===== src/rtl/conv_ctrl_param_if.sv =====
// Bundle of the layer-sequencer handshake, the packed feature-memory read
// data and the controller outputs toward address generators, memories and
// the multiply-accumulate array.
//
// Handshake: the sequencer raises go for one cycle while busy is low; the
// controller raises busy on the next edge and keeps it high until the cycle
// after its single-cycle done pulse. go seen while busy is high is dropped.
interface conv_ctrl_param_if #(
    parameter int DATA_WIDTH           = 16,
    parameter int INPUT_NUM_MEM        = 6,
    parameter int IFMAP_PAR            = 2,
    parameter int COUNT_SLOAD_BITWIDTH = 8
);
    logic                                go;
    logic                                hold;
    logic [DATA_WIDTH*INPUT_NUM_MEM-1:0] in_feature_q_a_all;
    logic [DATA_WIDTH*INPUT_NUM_MEM-1:0] in_feature_q_b_all;
    logic [DATA_WIDTH*IFMAP_PAR-1:0]     in_feature_q_a_mux_all;
    logic [DATA_WIDTH*IFMAP_PAR-1:0]     in_feature_q_b_mux_all;
    logic                                busy;
    logic                                done;
    logic                                enable_addrger;
    logic                                enable_weightaddrger;
    logic                                in_feature_rden;
    logic                                weight_rden;
    logic                                enable_mult;
    logic                                accum_sload;
    logic [COUNT_SLOAD_BITWIDTH-1:0]     count_sload;
    logic                                pixel_strobe;

    // Sequencer / memory side.
    modport master (
        output go, hold, in_feature_q_a_all, in_feature_q_b_all,
        input  in_feature_q_a_mux_all, in_feature_q_b_mux_all, busy, done,
               enable_addrger, enable_weightaddrger, in_feature_rden,
               weight_rden, enable_mult, accum_sload, count_sload, pixel_strobe
    );

    // Controller side.
    modport slave (
        input  go, hold, in_feature_q_a_all, in_feature_q_b_all,
        output in_feature_q_a_mux_all, in_feature_q_b_mux_all, busy, done,
               enable_addrger, enable_weightaddrger, in_feature_rden,
               weight_rden, enable_mult, accum_sload, count_sload, pixel_strobe
    );
endinterface


===== src/rtl/conv_ctrl_param.sv =====
// Convolution-layer controller: sequences one layer pass (fill, MAC run,
// drain) from go to done, time-multiplexes memory groups onto multiplier
// lanes and delays the per-pixel completion event to match the datapath.
module conv_ctrl_param #(
    parameter int DATA_WIDTH                = 16,
    parameter int INPUT_NUM_MEM             = 6,
    parameter int IFMAP_PAR                 = 2,
    parameter int NUM_ONE_PIXEL_CYCLE_INTER = 25,
    parameter int OUT_FEATURE_WIDTH         = 24,
    parameter int NUM_ONEMULT               = 1,
    parameter int PIPE_DELAY                = 4,
    parameter int COUNT_SLOAD_BITWIDTH      = 8
) (
    input logic              clock,
    input logic              reset,
    conv_ctrl_param_if.slave bus
);
    localparam int G       = INPUT_NUM_MEM / IFMAP_PAR;
    localparam int PIX_CYC = G * NUM_ONE_PIXEL_CYCLE_INTER;
    localparam int TOTAL   = OUT_FEATURE_WIDTH * OUT_FEATURE_WIDTH * NUM_ONEMULT;
    localparam int CW      = COUNT_SLOAD_BITWIDTH;
    localparam int PIX_W   = (TOTAL > 1) ? $clog2(TOTAL) : 1;
    localparam int PH_W    = $clog2(PIPE_DELAY + 2);
    localparam int LANE_W  = DATA_WIDTH * IFMAP_PAR;

    localparam logic [CW-1:0]    TAP_LAST   = CW'(PIX_CYC - 1);
    localparam logic [PIX_W-1:0] PIX_LAST   = PIX_W'(TOTAL - 1);
    localparam logic [PH_W-1:0]  FILL_LAST  = PH_W'(PIPE_DELAY - 1);
    localparam logic [PH_W-1:0]  DRAIN_LAST = PH_W'(PIPE_DELAY);
    localparam logic [CW-1:0]    INTER_CW   = CW'(NUM_ONE_PIXEL_CYCLE_INTER);

    // Reject configurations the counters and mux cannot represent.
    if (INPUT_NUM_MEM % IFMAP_PAR != 0) begin : g_bad_par
        $error("INPUT_NUM_MEM must be a multiple of IFMAP_PAR");
    end
    if (PIPE_DELAY < 1) begin : g_bad_delay
        $error("PIPE_DELAY must be at least 1");
    end
    if (PIX_CYC - 1 >= (1 << COUNT_SLOAD_BITWIDTH)) begin : g_bad_count
        $error("COUNT_SLOAD_BITWIDTH too narrow for the tap count");
    end

    typedef enum logic [2:0] {
        S_IDLE  = 3'd0,
        S_FILL  = 3'd1,
        S_RUN   = 3'd2,
        S_DRAIN = 3'd3,
        S_DONE  = 3'd4
    } state_t;

    state_t              state;
    logic [PH_W-1:0]     phase;
    logic [CW-1:0]       tap;
    logic [PIX_W-1:0]    pixel;
    logic                busy_q;
    logic                done_q;
    logic [PIPE_DELAY:0] strobe_sr;

    logic          fill_st;
    logic          run_st;
    logic          drain_st;
    logic          run_go;
    logic          pix_event;
    logic [CW-1:0] grp;
    logic [LANE_W-1:0] mux_a;
    logic [LANE_W-1:0] mux_b;

    assign fill_st   = (state == S_FILL);
    assign run_st    = (state == S_RUN);
    assign drain_st  = (state == S_DRAIN);
    assign run_go    = run_st && !bus.hold;
    assign pix_event = run_go && (tap == TAP_LAST);

    // Pass sequencer: state, fill/drain phase, tap and pixel counters, busy/done.
    always_ff @(posedge clock or posedge reset) begin
        if (reset) begin
            state  <= S_IDLE;
            phase  <= '0;
            tap    <= '0;
            pixel  <= '0;
            busy_q <= 1'b0;
            done_q <= 1'b0;
        end else begin
            case (state)
                S_IDLE: begin
                    if (bus.go) begin
                        state  <= S_FILL;
                        phase  <= '0;
                        tap    <= '0;
                        pixel  <= '0;
                        busy_q <= 1'b1;
                    end
                end
                S_FILL: begin
                    if (phase == FILL_LAST) begin
                        state <= S_RUN;
                        phase <= '0;
                    end else begin
                        phase <= phase + 1'b1;
                    end
                end
                S_RUN: begin
                    // Tap wrap, pixel step and the final exit share one edge.
                    if (!bus.hold) begin
                        if (tap == TAP_LAST) begin
                            tap <= '0;
                            if (pixel == PIX_LAST) begin
                                pixel <= '0;
                                state <= S_DRAIN;
                            end else begin
                                pixel <= pixel + 1'b1;
                            end
                        end else begin
                            tap <= tap + 1'b1;
                        end
                    end
                end
                S_DRAIN: begin
                    if (phase == DRAIN_LAST) begin
                        state  <= S_DONE;
                        phase  <= '0;
                        done_q <= 1'b1;
                    end else begin
                        phase <= phase + 1'b1;
                    end
                end
                S_DONE: begin
                    state  <= S_IDLE;
                    done_q <= 1'b0;
                    busy_q <= 1'b0;
                end
                default: begin
                    state  <= S_IDLE;
                    busy_q <= 1'b0;
                    done_q <= 1'b0;
                end
            endcase
        end
    end

    // Per-pixel event delay line, frozen together with the counters on hold.
    always_ff @(posedge clock or posedge reset) begin
        if (reset) begin
            strobe_sr <= '0;
        end else if (!(run_st && bus.hold)) begin
            strobe_sr <= {strobe_sr[PIPE_DELAY-1:0], pix_event};
        end
    end

    assign grp = tap / INTER_CW;

    // Lane mux: the active memory group feeds the lanes only during RUN.
    always_comb begin
        mux_a = '0;
        mux_b = '0;
        if (run_st) begin
            for (int g = 0; g < G; g++) begin
                if (grp == CW'(g)) begin
                    mux_a = bus.in_feature_q_a_all[g*LANE_W +: LANE_W];
                    mux_b = bus.in_feature_q_b_all[g*LANE_W +: LANE_W];
                end
            end
        end
    end

    assign bus.in_feature_q_a_mux_all = mux_a;
    assign bus.in_feature_q_b_mux_all = mux_b;
    assign bus.busy                   = busy_q;
    assign bus.done                   = done_q;
    assign bus.in_feature_rden        = fill_st || run_st || drain_st;
    assign bus.weight_rden            = fill_st || run_st || drain_st;
    assign bus.enable_addrger         = fill_st || run_go;
    assign bus.enable_weightaddrger   = fill_st || run_go;
    assign bus.enable_mult            = run_go || drain_st;
    assign bus.accum_sload            = run_go && (tap == '0);
    assign bus.count_sload            = tap;
    assign bus.pixel_strobe           = strobe_sr[PIPE_DELAY];

endmodule


===== src/flat_wrapper.sv =====
// flat-port wrapper written by rule: the top's interface ports become plain ports
module conv_ctrl_param_flat 
#(
    parameter int DATA_WIDTH                = 16,
    parameter int INPUT_NUM_MEM             = 6,
    parameter int IFMAP_PAR                 = 2,
    parameter int NUM_ONE_PIXEL_CYCLE_INTER = 25,
    parameter int OUT_FEATURE_WIDTH         = 24,
    parameter int NUM_ONEMULT               = 1,
    parameter int PIPE_DELAY                = 4,
    parameter int COUNT_SLOAD_BITWIDTH      = 8
)
  (clock, reset, bus_go, bus_hold, bus_in_feature_q_a_all, bus_in_feature_q_b_all, bus_in_feature_q_a_mux_all, bus_in_feature_q_b_mux_all, bus_busy, bus_done, bus_enable_addrger, bus_enable_weightaddrger, bus_in_feature_rden, bus_weight_rden, bus_enable_mult, bus_accum_sload, bus_count_sload, bus_pixel_strobe);
  conv_ctrl_param_if #(.DATA_WIDTH(DATA_WIDTH), .INPUT_NUM_MEM(INPUT_NUM_MEM), .IFMAP_PAR(IFMAP_PAR), .COUNT_SLOAD_BITWIDTH(COUNT_SLOAD_BITWIDTH)) bus_i ();
  input logic clock;
  input logic reset;
  input wire logic [$bits(bus_i.go)-1:0] bus_go;
  input wire logic [$bits(bus_i.hold)-1:0] bus_hold;
  input wire logic [$bits(bus_i.in_feature_q_a_all)-1:0] bus_in_feature_q_a_all;
  input wire logic [$bits(bus_i.in_feature_q_b_all)-1:0] bus_in_feature_q_b_all;
  output wire logic [$bits(bus_i.in_feature_q_a_mux_all)-1:0] bus_in_feature_q_a_mux_all;
  output wire logic [$bits(bus_i.in_feature_q_b_mux_all)-1:0] bus_in_feature_q_b_mux_all;
  output wire logic [$bits(bus_i.busy)-1:0] bus_busy;
  output wire logic [$bits(bus_i.done)-1:0] bus_done;
  output wire logic [$bits(bus_i.enable_addrger)-1:0] bus_enable_addrger;
  output wire logic [$bits(bus_i.enable_weightaddrger)-1:0] bus_enable_weightaddrger;
  output wire logic [$bits(bus_i.in_feature_rden)-1:0] bus_in_feature_rden;
  output wire logic [$bits(bus_i.weight_rden)-1:0] bus_weight_rden;
  output wire logic [$bits(bus_i.enable_mult)-1:0] bus_enable_mult;
  output wire logic [$bits(bus_i.accum_sload)-1:0] bus_accum_sload;
  output wire logic [$bits(bus_i.count_sload)-1:0] bus_count_sload;
  output wire logic [$bits(bus_i.pixel_strobe)-1:0] bus_pixel_strobe;
  assign bus_i.go = bus_go;
  assign bus_i.hold = bus_hold;
  assign bus_i.in_feature_q_a_all = bus_in_feature_q_a_all;
  assign bus_i.in_feature_q_b_all = bus_in_feature_q_b_all;
  assign bus_in_feature_q_a_mux_all = bus_i.in_feature_q_a_mux_all;
  assign bus_in_feature_q_b_mux_all = bus_i.in_feature_q_b_mux_all;
  assign bus_busy = bus_i.busy;
  assign bus_done = bus_i.done;
  assign bus_enable_addrger = bus_i.enable_addrger;
  assign bus_enable_weightaddrger = bus_i.enable_weightaddrger;
  assign bus_in_feature_rden = bus_i.in_feature_rden;
  assign bus_weight_rden = bus_i.weight_rden;
  assign bus_enable_mult = bus_i.enable_mult;
  assign bus_accum_sload = bus_i.accum_sload;
  assign bus_count_sload = bus_i.count_sload;
  assign bus_pixel_strobe = bus_i.pixel_strobe;
  conv_ctrl_param #(.DATA_WIDTH(DATA_WIDTH), .INPUT_NUM_MEM(INPUT_NUM_MEM), .IFMAP_PAR(IFMAP_PAR), .NUM_ONE_PIXEL_CYCLE_INTER(NUM_ONE_PIXEL_CYCLE_INTER), .OUT_FEATURE_WIDTH(OUT_FEATURE_WIDTH), .NUM_ONEMULT(NUM_ONEMULT), .PIPE_DELAY(PIPE_DELAY), .COUNT_SLOAD_BITWIDTH(COUNT_SLOAD_BITWIDTH)) u_core (.clock(clock), .reset(reset), .bus(bus_i));
endmodule

===== config.mk =====
export PLATFORM = sky130hd
export DESIGN_NAME = conv_ctrl_param_flat
export DESIGN_NICKNAME = d
export VERILOG_FILES = /design/src/rtl/conv_ctrl_param_if.sv /design/src/rtl/conv_ctrl_param.sv /design/src/flat_wrapper.sv
export SDC_FILE = /design/constraint.sdc
export NUM_CORES = 1
export LEC_CHECK = 0
export CAP_MARGIN = 20
export CORE_AREA = 2 2 112 114
export CTS_CLUSTER_SIZE = 16
export DETAILED_ROUTE_END_ITERATION = 10
export DIE_AREA = 0 0 114 116
export GPL_TIMING_DRIVEN = 1
export HOLD_SLACK_MARGIN = 0.1
export MAX_ROUTING_LAYER = met4
export PLACE_DENSITY_LB_ADDON = 0.1
export SLEW_MARGIN = 25
export SYNTH_ARGS = -nofsm -noshare
export SYNTH_HDL_FRONTEND = slang
export SYNTH_SLANG_ARGS = --single-unit

===== constraint.sdc =====
create_clock -name clock -period 4.09 [get_ports clock]
set_clock_uncertainty 0.05 [all_clocks]
set_input_delay 1.227 -clock clock [delete_from_list [all_inputs] [get_ports clock]]
set_output_delay 1.227 -clock clock [all_outputs]
set_load 0.01 [all_outputs]

After elaboration in Yosys (flattened, before gate mapping)
Cells that the tools add are included.
{ "totals": {"reg_bits": 31, "output_inout_bits": 81, "elab_cells": 82} }
{ "op_classes": {"eq_ne": 15, "muxes": 32, "div_mod_pow": 1, "addsub": 3, "n_reduce_logical": 22, "bitwise": 2} }
{ "ops": {"columns": ["operator", "count"], "rows": [
  ["32-bit 2-to-1 mux", 8],
  ["10-bit 2-to-1 mux", 4],
  ["3-bit 2-to-1 mux", 9],
  ["8-bit 2-to-1 mux", 3],
  ["10-bit one-hot mux with 2 select lines", 1],
  ["8-bit logical NOT", 2],
  ["8-bit one-hot mux with 2 select lines", 1],
  ["2-bit inequality test (second input constant)", 6],
  ["3-bit one-hot mux with 4 select lines", 1],
  ["10-bit by 1-bit adder with 10-bit output (second input constant)", 1],
  ["10-bit equality test (second input constant)", 1],
  ["3-bit by 2-bit equality test with 1-bit output (second input constant)", 3],
  ["3-bit one-hot mux with 3 select lines", 1],
  ["8-bit by 1-bit adder with 8-bit output (second input constant)", 1],
  ["8-bit by 5-bit divider with 8-bit output (second input constant)", 1],
  ["8-bit by 1-bit equality test with 1-bit output (second input constant)", 1],
  ["8-bit by 2-bit equality test with 1-bit output (second input constant)", 1],
  ["8-bit by 7-bit equality test with 1-bit output (second input constant)", 1],
  ["2-bit AND reduction", 3],
  ["6-bit AND reduction", 1],
  ["3-bit OR reduction", 2],
  ["1-bit logical AND", 4],
  ["1-bit logical OR", 4],
  ["1-bit one-hot mux with 2 select lines", 2],
  ["other kinds (11)", 13]
]} }

Depth between registers and ports, before layout
Gate-level depths: netlist (run 1).
{ "logic_depth": {"depth_word": 6, "mapped_depth": 13, "mapped_depth_nobuf": 11} }

Worst setup path before layout (run 1)
OpenSTA, ideal clock, no wires.
{ "synth_timing": {"path_type": "reg2out", "start": "register u_core.tap[5] (netlist: u_core.bus.count_sload[5])", "end": "output bus_in_feature_q_a_mux_all[10]", "slack_ns": -0.138, "path_stages_with_launch": 14, "required_ns": 2.813, "arrival_time_ns": 2.951, "path_cell_list": "dfrtp_1 > buf_2 > or3b_1 > a21oi_1 > o21ai_1 > and3_1 > ha_1 > o2111ai_1 > o211ai_4 > a2111o_1 > a21o_1 > clkbuf_1 > clkbuf_1 > o2bb2ai_1"} }
{ "synth_via": {"elab_chain_cells": 6} }
{ "synth_lines": {"columns": ["item", "line", "rtl"], "rows": [
  ["start: declaration", "conv_ctrl_param.sv:53", "logic [CW-1:0] tap;"],
  ["start signal: assignment", "conv_ctrl_param.sv:114", "tap <= tap + 1'b1;"],
  ["8-bit by 5-bit divider with 8-bit output (*)", "conv_ctrl_param.sv:150", "assign grp = tap / INTER_CW;"],
  ["8-bit logical NOT", "conv_ctrl_param.sv:158", "if (grp == CW'(g)) begin"],
  ["32-bit 2-to-1 mux (2 in series)", "conv_ctrl_param.sv:158", null],
  ["32-bit 2-to-1 mux (*)", "conv_ctrl_param.sv:158", null],
  ["32-bit 2-to-1 mux (*)", "conv_ctrl_param.sv:156", "if (run_st) begin"],
  ["end: declaration", "flat_wrapper.sv:21", "output wire logic [$bits(bus_i.in_feature_q_a_mux_all)-1:0] bus_in_feature_q_a_mux_all;"]
]} }
Every way passes the cells marked *; elsewhere a longest branch is shown, timed or not.

Final worst setup path (run 1)
{ "layout_timing": {"start": "register u_core.tap[7] (netlist: u_core.bus.count_sload[7])", "end": "output bus_in_feature_q_b_mux_all[26]"} }
{ "layout_via": {"elab_chain_cells": 6} }
{ "layout_lines": {"columns": ["item", "line", "rtl"], "rows": [
  ["8-bit by 5-bit divider with 8-bit output (*)", "conv_ctrl_param.sv:150", null],
  ["8-bit logical NOT", "conv_ctrl_param.sv:158", null],
  ["32-bit 2-to-1 mux (2 in series)", "conv_ctrl_param.sv:158", null],
  ["32-bit 2-to-1 mux (*)", "conv_ctrl_param.sv:158", null],
  ["32-bit 2-to-1 mux (*)", "conv_ctrl_param.sv:156", null],
  ["end: declaration", "flat_wrapper.sv:22", "output wire logic [$bits(bus_i.in_feature_q_b_mux_all)-1:0] bus_in_feature_q_b_mux_all;"]
]} }
Marked as above.

==> metrics, run 1 <==
final total power=3370 uW; Gate power share=0.790; worst min path class=reg2reg; Fmax=223 MHz; Syn. warnings=0; Residual DRC=0; internal power=2030 uW; share of cells above drive strength 1=0.356; Slew Limit Fails=0; Die Wd=114 microns; area added between synthesis and finish=125%; predominant post-synthesis flop cell=dfrtp_1; Distinct cells, synth=62; H-tree Lvls=2; Net Count, Synth=635; Synth Register Bits=31; Slew headroom=0.519; Worst-Skew Late Latency=0.27 ns; Hold WS=0.439 ns; Slew @ Worst Pin=0.721 ns; Final WS setup=-0.397 ns; unrepaired setup endpoints after global routing=true; Clock Power Share=0.103; Worst VDD drop=0.257 mV; GR Overflow Total=0; area of the multi-input gates=0.00340 sq mm; Most common cell on crit path=buf_12; min Tclk post-route=4.49 ns; Worst EP required=2.81 ns; syn_area_per_cell=8.50 sq um; Final Wtd Congestion=0.859; Sink Count=31; Post-synth EDFFs=0; Total Die Area=0.0132 sq mm; TritonCTS Buffers=5; Starting DRT DRC Count=264; worst-path cell chain=or3b_4 -> a21oi_4 -> o21ai_2 -> and3_4 -> ha_4 -> o2111ai_4 -> o211ai_4 -> mux2_4 -> nor2_4 -> buf_6 -> buf_12 -> buf_12 -> mux2i_2 -> o2bb2ai_1 -> buf_2; critical path arrival=3.21 ns; CTS clk-pin slew, worst paths=0.05 ns; Detailed Place HPWL=13.6 mm; Final Hold Viols=0; leading area contributor after synthesis=dfrtp_1; TritonCTS clock tree=built; vias in the first global route=4955; Initial Utilization=0.306; antenna-violating nets left=0; total core area=0.0119 sq mm; main area contributors after synthesis=dfrtp_1 (21%), mux2i_1 (18%), o2bb2ai_1 (16%); critical path's largest stage delay=0.42 ns; Setup crit start kind=flop; Total GRT Usage=0.253; Yosys top cell area share=0.213; Mapped Cells=429; FF/Latch Area=776 sq um; IO Count=277; largest net degree at the start of global routing=32; endpoint class of the critical path=output port; vias=4878; status=finished with violations; Via density=5.28; Post-synth top cells=mux2i_1 (65), o2bb2ai_1 (65), nand2_1 (35), dfrtp_1 (31), nor2_1 (27); root buffer cell=clkbuf_16; PortBufs=276; Pleak=0.00353 uW; critical path's slowest cell=or3b_4; failing checks=setup timing; sequential-to-total area share from yosys stat=0.213; initial antenna violation count=0; WL final=18.0 mm; Max-Cap Viols=0; P per Cell Area=409 mW/mm^2; DR WL/cell=19.5 microns; period utilisation layout=1.10; CP Max Fanout=7; Inserted Diodes=0; # setup viols final=64; first-pass GRT wire length=25.6 mm; Std-Cell Rows=40; Post-Syn Area=0.00365 sq mm; Max clock buf depth=2; Switching Fraction=0.398; asr flop ratio synth=1.00; Layout Nets=982; sequential share of power=0.106; fill cell count=898; setup TNS=-23.49 ns; First-pass DRT Iterations=4; Crit Path Category=reg2out; Chip Height=116 microns; Switching Power=1340 uW
per-layer routing:
layer,vias up,part of all wire,GRT usage
met3,32,0.062,0.0481
met1,2299,0.39,0.293
met2,206,0.52,0.443
met5,-,0,-
met4,0,0.023,0.0837
li1,2341,-,-
registers in the layout (all words and copies together), names as in the netlist:
name                    cells
u_core.bus.busy             1
u_core.bus.count_sload      8
u_core.bus.done             1
u_core.phase                3
u_core.pixel               10
u_core.state                3
u_core.strobe_sr            5
logic make-up (layout without fill, tap and decap cells):
family	Yosys count	count (layout)	synth area share
adder cells (fa/ha/maj)	10	10	0.0343
buffers and inverters	50	398	0.0789
multiplexers	71	71	0.197
AND/OR/NAND/NOR	114	114	0.155
flip-flops	31	31	0.213
AO/OA/AOI/OAI	150	150	0.315
XOR/XNOR	3	3	0.00720
layout make-up:
type                       count  area share
tap                          147      0.0224
sequential                    31      0.0943
multi-input combinational    348       0.413
inverter                      12     0.00548
clock inverter                 1    0.000608
timing repair buffer         378       0.448
clock buffer                   7      0.0161
power groups by stage:
stage	sequential [uW]	clock, uW	combinational, uW
2_1_floorplan	376	0	1020
3_3_place_gp	356	0	2200
3_5_place_dp	358	0	2200
4_1_cts	355	354	2370
5_1_grt	360	371	2810
6_report	358	348	2660
through the flow:
step                cells   util  setup slack, ns  area [sq um]
finish                924  0.691           -0.397          8230
global route          924  0.691           -0.507          8230
CTS                   922  0.643           -0.400          7650
detailed placement    883  0.592           -0.569          7050
global placement      883  0.592           -0.489          7050
floorplan             429      -          -0.0617          3710
repair_timing:
item,4_1_cts,5_1_grt
gates cloned,5,2
endpoints found under the setup margin,64,64
pin swaps,22,17
hold buffers,0,0
buffers inserted,27,0
resized for setup,350,76
worst max-delay path: cells and delay by family (launching register included):
kind	cells	cell delay, ns
AO/OA/AOI/OAI	5	0.50
flip-flops	1	0.40
multiplexers	2	0.55
AND/OR/NAND/NOR	3	0.76
adder cells (fa/ha/maj)	1	0.16
buffers and inverters	4	0.55
final timing paths:
path / slack (ns) / endpoint / startpoint / depth (start not counted)
worst max-delay path: -0.40 / bus_in_feature_q_b_mux_all[26] / u_core.bus.count_sload[7] / 15
worst min-delay path: 0.44 / u_core.pixel[5] / u_core.pixel[5] / 1
worst max register to register: 1.47 / u_core.pixel[6] / u_core.bus.count_sload[5] / 9
worst min register to register: 0.44 / u_core.pixel[5] / u_core.pixel[5] / 1
max in group asynchronous: 2.39 / u_core.strobe_sr[4] / reset / 3
min in group asynchronous: 1.31 / u_core.phase[0] / reset / 3
layout by cell type, fill, tap and decap left out, drive strengths merged, types with 12 or more instances in the layout:
cell type	netlist	layout
clkdlybuf4s50	0	212
buf	25	164
mux2i	65	65
o2bb2ai	65	65
nand2	35	35
o21ai	32	32
dfrtp	31	31
nor2	28	28
a21oi	16	16
inv	12	12
No activity file was read; power rests on OpenSTA's default activity.
==> run 2: changes to the inputs <==
Settings changed: HOLD_SLACK_MARGIN 0.1 to 0.08.
==> results of run 2 <==
No change in the layout: final DEF, timing and power equal those of run 1.
==> run 3: changes to the inputs <==
--- a/config.mk
+++ b/config.mk
@@ -6,4 +6,5 @@
 export NUM_CORES = 1
 export LEC_CHECK = 0
+export ABC_AREA = 0
 export CAP_MARGIN = 20
 export CORE_AREA = 2 2 112 114
==> constraint.sdc (replaced) <==
create_clock -name clock -period 4.09 [get_ports clock]
set_clock_uncertainty 0.05 [all_clocks]
set_input_delay 0.6135 -clock clock [delete_from_list [all_inputs] [get_ports clock]]
set_output_delay 0.6135 -clock clock [all_outputs]
set_load 0.01 [all_outputs]
==> run 3 against run 2 <==
  * The flow now finishes without violations
  * Combinational power is 15% lower
  * Cell count is 4.7% lower
  * Critical endpoint is now bus_in_feature_q_a_mux_all[9]
  * Non-clock buffer count is 47 lower
  * First-iteration DRC count is 52% higher
  * Sequential power is 2% higher
  * Routed wire length is 4.5% higher
  * Utilization is 8.8 points lower
==> metrics, run 3 (synthesized netlist as in run 1, its figures left out) <==
area added between synthesis and finish=96.6%; WL final=18.8 mm (+4.5%); Total Die Area=0.0132 sq mm (unchanged); endpoint class of the critical path=output port; worst-path cell chain=or3b_4 -> a21oi_2 -> o21ai_2 -> and3_4 -> buf_4 -> ha_1 -> nor3b_1 -> o31ai_1 -> a221oi_4 -> buf_12 -> buf_4 -> o2bb2ai_1 -> dlygate4sd2_1; Worst Path Buf+Inv=4 (unchanged); Residual DRC=0 (unchanged); first-pass GRT wire length=26.8 mm (+4.7%); Layout Nets=935 (-4.8%); vias=4660 (-4.5%); Switching Power=1230 uW (-7.9%); total core area=0.0119 sq mm (unchanged); IO Count=277 (unchanged); Switching Fraction=0.406 (+0.00783); Max-Cap Viols=0 (unchanged); Worst EP required=3.43 ns (+0.62 ns); Fmax=251 MHz (+13%); Slew headroom=0.421 (-0.0984); Most flops, register=u_core.pixel; CP Max Fanout=7 (unchanged); Sink Count=31 (unchanged); Most common cell on crit path=buf_4; Final Hold Viols=0 (unchanged); Worst VDD drop=0.287 mV (+12%); Max clock buf depth=2 (unchanged); period utilisation layout=0.973 (-0.124); critical path arrival=3.32 ns (+0.11 ns); Initial Utilization=0.306 (unchanged); status=finished clean; root buffer cell=clkbuf_16; Detailed Place HPWL=14.4 mm (+6.5%); final core utilization=0.602 (-0.0883); max reg flops=10 (unchanged); Die Wd=114 microns (unchanged); setup TNS=0 ns (+23.49 ns); PortBufs=276 (unchanged); Final Wtd Congestion=0.877 (+2.1%); Slew @ Worst Pin=0.863 ns (+0.142 ns); quantity of hold-fixing buffers added after cts=0 (unchanged); TritonCTS Buffers=5 (unchanged); antenna-violating nets left=0 (unchanged); Std-Cell Rows=40 (unchanged); H-tree Lvls=2 (unchanged); vias in the first global route=4680 (-5.5%); largest net degree at the start of global routing=35 (+9.4%); cell family with most CP delay=simple AND/OR/NAND/NOR gates; CTS clk-pin slew, worst paths=0.05 ns (about the same); Total GRT Usage=0.274 (+0.0207); Clock Power Share=0.137 (+0.034); Worst-Skew Late Latency=0.27 ns (about the same); sequential share of power=0.121 (+0.015); P per Cell Area=424 mW/mm^2 (+3.6%); # setup viols final=0 (-100%); min Tclk post-route=3.98 ns (-0.506 ns); most frequent cells in the layout=clkdlybuf4s50_1 (212), o2bb2ai_1 (61), mux2i_1 (49), clkbuf_2 (47), nand2_1 (34); Pleak=0.00316 uW (-10%); commonest non-fill, non-tap cell in the layout=clkdlybuf4s50_1; Starting DRT DRC Count=400 (+52%); Chip Height=116 microns (unchanged); TritonCTS clock tree=built; Setup crit start kind=flop; Crit Path Category=reg2out; DR WL/cell=21.4 microns (+9.6%); critical path's slowest cell=dfrtp_2; unrepaired setup endpoints after global routing=true; GR Overflow Total=0 (unchanged); Gate power share=0.742 (-0.048); critical path's largest stage delay=0.43 ns (about the same); initial antenna violation count=4 (+4); worst min path class=reg2reg; First-pass DRT Iterations=4 (unchanged); Via density=5.29 (+0.19%); Slew Limit Fails=0 (unchanged); share of cells above drive strength 1=0.222 (-0.135); internal power=1810 uW (-11%)
## run 3: final timing paths
path | slack (ns) | start | depth (start not counted) | endpoint
worst max-delay path | 0.11 | u_core.bus.count_sload[7] | 13 | bus_in_feature_q_a_mux_all[9]
worst min-delay path | 0.44 | u_core.pixel[9] | 1 | u_core.pixel[9]
worst max register to register | 1.58 | u_core.bus.count_sload[6] | 8 | u_core.pixel[4]
worst min register to register | 0.44 | u_core.pixel[9] | 1 | u_core.pixel[9]
max in group asynchronous | 2.75 | reset | 3 | u_core.bus.count_sload[7]
min in group asynchronous | 0.67 | reset | 2 | u_core.state[0]
## run 3: cell type report
type                            count  area (sq um)
Antenna cell                        4          10.0
Clock buffer                        5           125
Clock inverter                      3          43.8
Fill cell                        1072          4740
Inverter                           12          45.0
Multi-Input combinational cell    348          2830
Sequential cell                    31           777
Tap cell                          147           184
Timing Repair Buffer              331          3160
## run 3: per-layer routing
metal,track usage,wire length (microns),vias to the layer above,part of all wire
met1,0.351,7630,2171,0.41
met3,0.0758,1980,25,0.10
li1,-,-,2247,-
met4,0.0520,345,0,0.018
met2,0.438,8860,217,0.47
met5,-,0,-,0
## run 3: what timing repair did
action / 4_1_cts / 5_1_grt
gates resized for setup: 125 / 124
endpoints found under the setup margin: 64 / 62
pin swaps: 4 / 4
cloned: 6 / 1
setup buffers: 14 / 6
## run 3: through the flow
step | worst slack (ns) | hold slack (ns) | power [uW] | area [sq um] | instances
after floorplan | 0.476 | 0.389 | 1380 | 3650 | 429
after detailed placement | -0.135 | 0.426 | 2390 | 6630 | 844
after global routing | -0.0390 | 0.474 | 3210 | 7170 | 881
after global placement | -0.114 | 0.419 | 2390 | 6630 | 844
final | 0.109 | 0.439 | 3040 | 7170 | 881
after CTS | -0.0550 | 0.436 | 3080 | 7250 | 871
## run 3: power groups by stage
stage	registers (uW)	logic [uW]	clock network (uW)
floorplan	375	1000	0
global placement	367	2020	0
detailed placement	369	2020	0
CTS	364	2290	426
global route	370	2390	441
finish	366	2260	417
